**config.mk**
```make
export PLATFORM = sky130hd
export DESIGN_NAME = ex_power_ctrl
export DESIGN_NICKNAME = d
export VERILOG_FILES = /design/src/rtl/ex_pwr_pkg.sv /design/src/rtl/ex_pwr_sat_counter.sv /design/src/rtl/ex_power_ctrl.sv
export SDC_FILE = /design/constraint.sdc
export NUM_CORES = 1
export LEC_CHECK = 0
export CAP_MARGIN = 20
export CELL_PAD_IN_SITES_DETAIL_PLACEMENT = 0
export CELL_PAD_IN_SITES_GLOBAL_PLACEMENT = 1
export CORE_MARGIN = 5
export CORE_UTILIZATION = 41
export DETAILED_ROUTE_END_ITERATION = 10
export PLACE_DENSITY_LB_ADDON = 0.2
export SKIP_CTS_REPAIR_TIMING = 1
export SLEW_MARGIN = 25
export SYNTH_ARGS = -nofsm -noshare
export SYNTH_HDL_FRONTEND = slang
export SYNTH_HIERARCHICAL = 1
export SYNTH_SLANG_ARGS = --single-unit
```
**constraint.sdc**
```tcl
create_clock -name clock -period 2.3 [get_ports clock]
set_clock_uncertainty 0.1 [all_clocks]
set_input_delay 0.345 -clock clock [delete_from_list [all_inputs] [get_ports clock]]
set_output_delay 0.345 -clock clock [all_outputs]
set_load 0.005 [all_outputs]
```
**src/rtl/ex_pwr_pkg.sv**
```systemverilog
// Shared encodings and widths for the execute-stage power controller.
// The EX_PWR_STATS_EN build option uses STAT_W for the statistics counters.
package ex_pwr_pkg;

  localparam int IDLE_CNT_W = 8;
  localparam int WAKE_CNT_W = 4;
  localparam int STAT_W     = 32;

  typedef enum logic [1:0] {
    PWR_ACTIVE  = 2'b00,
    PWR_WAKE    = 2'b01,
    PWR_GATED   = 2'b10,
    PWR_ILLEGAL = 2'b11
  } pwr_state_e;

  // The execute stage is powered in every state except GATED.
  function automatic logic stage_on(input pwr_state_e s);
    return (s != PWR_GATED);
  endfunction

endpackage

```
**src/rtl/ex_pwr_sat_counter.sv**
```systemverilog
// Saturating up-counter with a synchronous clear.
// Used for the optional power statistics (EX_PWR_STATS_EN builds only).
module ex_pwr_sat_counter #(
  parameter int WIDTH = 32
) (
  input  logic             clock,
  input  logic             clr,
  input  logic             inc,
  output logic [WIDTH-1:0] count
);

  logic at_max;

  assign at_max = (count == {WIDTH{1'b1}});

  always_ff @(posedge clock) begin
    if (clr) begin
      count <= '0;
    end else if (inc && !at_max) begin
      count <= count + WIDTH'(1);
    end
  end

endmodule

```
**src/rtl/ex_power_ctrl.sv**
```systemverilog
// Execute-stage power sequencer: gates the stage after an idle interval and
// stalls the front end through a fixed wake window. Optional stats: EX_PWR_STATS_EN.
module ex_power_ctrl
  import ex_pwr_pkg::*;
#(
  parameter int IDLE_THRESHOLD = 8,
  parameter int WAKE_CYCLES    = 2
) (
  input  logic              clock,
  input  logic              reset,
  input  logic              ex_valid,
  input  logic              flush,
  input  logic              force_on,
  output logic              stage_enable,
  output logic              stall,
  output logic [1:0]        pwr_state
`ifdef EX_PWR_STATS_EN
  ,
  output logic [STAT_W-1:0] active_cycles,
  output logic [STAT_W-1:0] gated_cycles,
  output logic [STAT_W-1:0] wake_events
`endif
);

  // state   | meaning
  // ACTIVE  | stage powered, counting consecutive idle cycles
  // GATED   | stage off, waiting for activity
  // WAKE    | stage powered, settling; front end stalled
  // ILLEGAL | unreachable encoding, recovers to ACTIVE

  localparam logic [IDLE_CNT_W-1:0] IDLE_LAST = IDLE_CNT_W'(IDLE_THRESHOLD - 1);
  localparam logic [WAKE_CNT_W-1:0] WAKE_LOAD = WAKE_CNT_W'(WAKE_CYCLES - 1);

  pwr_state_e            state;
  pwr_state_e            state_nxt;
  logic [IDLE_CNT_W-1:0] idle_cnt;
  logic [IDLE_CNT_W-1:0] idle_nxt;
  logic [WAKE_CNT_W-1:0] wake_cnt;
  logic [WAKE_CNT_W-1:0] wake_nxt;
  logic                  act;

  // A flushed instruction is discarded, so it counts as idle.
  assign act = (ex_valid & ~flush) | force_on;

  always_ff @(posedge clock) begin
    if (reset) begin
      state        <= PWR_ACTIVE;
      idle_cnt     <= '0;
      wake_cnt     <= '0;
      stage_enable <= 1'b1;
    end else begin
      state        <= state_nxt;
      idle_cnt     <= idle_nxt;
      wake_cnt     <= wake_nxt;
      stage_enable <= stage_on(state_nxt);
    end
  end

  always_comb begin
    state_nxt = state;
    idle_nxt  = idle_cnt;
    wake_nxt  = wake_cnt;
    case (state)
      PWR_ACTIVE: begin
        if (act) begin
          idle_nxt = '0;
        end else if (idle_cnt == IDLE_LAST) begin
          state_nxt = PWR_GATED;
          idle_nxt  = '0;
        end else begin
          idle_nxt = idle_cnt + IDLE_CNT_W'(1);
        end
      end
      PWR_GATED: begin
        idle_nxt = '0;
        if (act) begin
          state_nxt = PWR_WAKE;
          wake_nxt  = WAKE_LOAD;
        end
      end
      PWR_WAKE: begin
        // The wake window always runs to completion regardless of activity.
        if (wake_cnt == '0) begin
          state_nxt = PWR_ACTIVE;
          idle_nxt  = '0;
        end else begin
          wake_nxt = wake_cnt - WAKE_CNT_W'(1);
        end
      end
      default: begin
        state_nxt = PWR_ACTIVE;
        idle_nxt  = '0;
        wake_nxt  = '0;
      end
    endcase
  end

  assign stall     = ((state == PWR_GATED) & ex_valid & ~flush) | (state == PWR_WAKE);
  assign pwr_state = state;

`ifdef EX_PWR_STATS_EN
  logic gated_now;
  logic wake_edge;

  assign gated_now = (state == PWR_GATED);
  assign wake_edge = gated_now & (state_nxt == PWR_WAKE);

  ex_pwr_sat_counter #(.WIDTH(STAT_W)) u_active_cnt (
    .clock (clock),
    .clr   (reset),
    .inc   (stage_enable),
    .count (active_cycles)
  );

  ex_pwr_sat_counter #(.WIDTH(STAT_W)) u_gated_cnt (
    .clock (clock),
    .clr   (reset),
    .inc   (gated_now),
    .count (gated_cycles)
  );

  ex_pwr_sat_counter #(.WIDTH(STAT_W)) u_wake_cnt (
    .clock (clock),
    .clr   (reset),
    .inc   (wake_edge),
    .count (wake_events)
  );
`endif

endmodule

```
==> impl_results.md <==
- Status: completed
- Diode count: 0
- Effective utilization at floorplan: 41.7%
- CTS root buf: clkbuf_4
- Final hold vios: 0
- Number of global-route vias before repair: 798
- Multi-input logic area: 568 um2
- CTS clock-pin slew for the worst setup and hold paths: 0.10 ns
- Cts bufs inserted: 3
- Final Max Tran Viols: 0
- Synth warn: 6
- Gpl congestion: 0.757
- Die Width: 56.7 um
- Hpwl dp: 1.39 mm
- Syn_area_per_cell: 8.87 um2
- Drt drc: 0
- Leakage: 0.369 nW
- Layout Cells excl Fill: 141
- Fmax: 0.451 GHz
- Clock Latency Late Sink: 0.29 ns
- GRT overflow: 0
- Pwr dens: 427 nW/um2
- DRT Wirelength: 1.82 mm
- Cells after DPL: 137
- Cell area after synthesis: 896 um2
- Initial DRT Pass Iterations: 4
- Layout area overhead: 16.9%
- Syn Nets: 113
- Die H: 56.7 um
- Setup crit end kind: primary output
- Gate Count Post-Synth: 101
- WHS: 0.403 ns
- Hold Crit Class: reg -> reg
- CTS H-tree depth: 1
- CTS Sinks: 15
- Core Util, Final: 48.7%
- Startpoint class of the critical path: input port
- Port Buffer Count: 8
- Fillers: 214
- Maximum clock path buffer count: 2
- Share of cells above drive strength 1: 10.6%
- Worst EP arrival: 1.77 ns
- I/O pins: 9
- DR iter-0 viols: 9
- Drt via density: 5.39
- GRT Total Usage: 12.7%
- Yosys cell types: 34
- Die area: 3220 um2
- Wirelength per Cell: 12.9 um
- Part of the cycle the worst path needs: 96.4%
- Pin count of the biggest net entering global routing: 12
- Rel. slew slack: 61.1%
- Core area: 2150 um2
- First-pass GRT wire length: 3.32 mm
- Predominant post-synthesis flop cell: dfxtp_1
- Register area: 300 um2
- # Max-Cap Violations: 0
- Minimum clock period: 2.22 ns
- Seq cells post-synth: 15
- Final setup TNS: 0 ns
- DP Area: 1020 um2
- Nets: 126
- Crit-path max FO: 5
- Async set-or-reset flop fraction in the synthesized netlist: 0%
- CP Data Required Time: 1.86 ns
- VDD IR-drop max: 0.000409 V
- Fin area: 1050 um2
- DR vias: 760
- Sequential area share after synthesis: 33.5%
- Initial antenna violation count: 0
- RSZ-0062 raised after global routing: no
- Cell Rows: 17
- Number of synthesized flops with an enable pin: 0
- Final setup vio count: 0
- Worst slew pin tran: 0.569 ns
- CTS tree: yes
- Kind of critical path: in -> out
- Antenna viol nets, final: 0
[flip-flops by register name (all words and copies together) (netlist names)]
name and flops:
stage_enable 1, idle_cnt 8, pwr_state 2, wake_cnt 4
[layout by cell type (no fill, tap or decap), types with 3 or more instances in the layout]
cell type        count
clkdlybuf4s50_1      8
o21ai_0              4
nand3b_1             3
dfxtp_1             15
a21oi_1              6
xnor2_1              5
nor2_1               6
ha_1                 7
inv_1                5
nor3_1               9
a21o_1               5
clkbuf_4             3
nand3_1              3
nand2_1              5
[logic make-up (layout without fill, tap and decap cells)]
| kind of cell | Yosys count | after routing | synth area share, % |
|---|---|---|---|
| AO/OA/AOI/OAI | 25 | 25 | 21.1 |
| XOR/XNOR | 5 | 5 | 4.89 |
| adder cells (fa/ha/maj) | 7 | 7 | 9.78 |
| buffers and inverters | 7 | 19 | 3.07 |
| flip-flops | 15 | 15 | 33.5 |
| multiplexers | 2 | 2 | 2.23 |
| AND/OR/NAND/NOR | 40 | 40 | 25.4 |
[power breakdown]
part / internal (mW) / leakage [nW] / switching, mW
registers: 0.261 / 0.121 / 0.00125
logic: 0.0124 / 0.234 / 0.0141
clock network: 0.0661 / 0.0139 / 0.0928
[cells in the mapped netlist, types with 2 or more instances]
library cell	number	area, um2
nand3b_1	3	22.5
nor2_1	6	22.5
nand2_1	5	18.8
o21ai_0	4	20.0
and2_1	2	12.5
xnor2_1	5	43.8
inv_1	5	18.8
nor3_1	9	45.0
nand3_1	3	15.0
nand2b_1	2	12.5
nor2b_1	2	12.5
a21o_1	5	37.5
dfxtp_1	15	300
a21oi_1	6	30.0
ha_1	7	87.6
nor3b_1	2	15.0
mux2i_1	2	20.0
a211oi_2	2	25.0
[worst max-delay path: stages]
cell and delay, ns:
clkdlybuf4s50_1 0.47, nor2b_1 0.30, a21o_1 0.17, clkdlybuf4s50_1 0.49
[worst paths after layout]
kind	from	endpoint	slack [ns]	depth (start not counted)
setup reg to reg	wake_cnt[0]	idle_cnt[7]	0.25	6
hold / removal	wake_cnt[0]	wake_cnt[0]	0.40	2
setup / recovery	ex_valid	stall	0.08	4
hold reg to reg	wake_cnt[0]	wake_cnt[0]	0.40	2
[stage by stage]
step / power [mW] / setup WS, ns
after global routing: 0.471 / 0.0340
after global placement: 0.294 / 0.110
final: 0.448 / 0.0819
after detailed placement: 0.295 / 0.0882
after floorplan: 0.281 / 0.364
after CTS: 0.457 / 0.0715
[layout make-up]
class                   instances  area share, %
well taps                      28           3.35
repair buffers                 10           9.08
clock buffers                   3           2.15
multi-input cells              79           54.2
clock inverters                 1          0.717
inverters                       5           1.79
flip-flops and latches         15           28.7
[layer usage]
layer	wire length (um)	track usage (%)
met1	860	14.8
met2	868	21.9
met3	76	4.60
met4	16	3.31
met5	0	0
No activity file was read; power rests on OpenSTA's default activity.
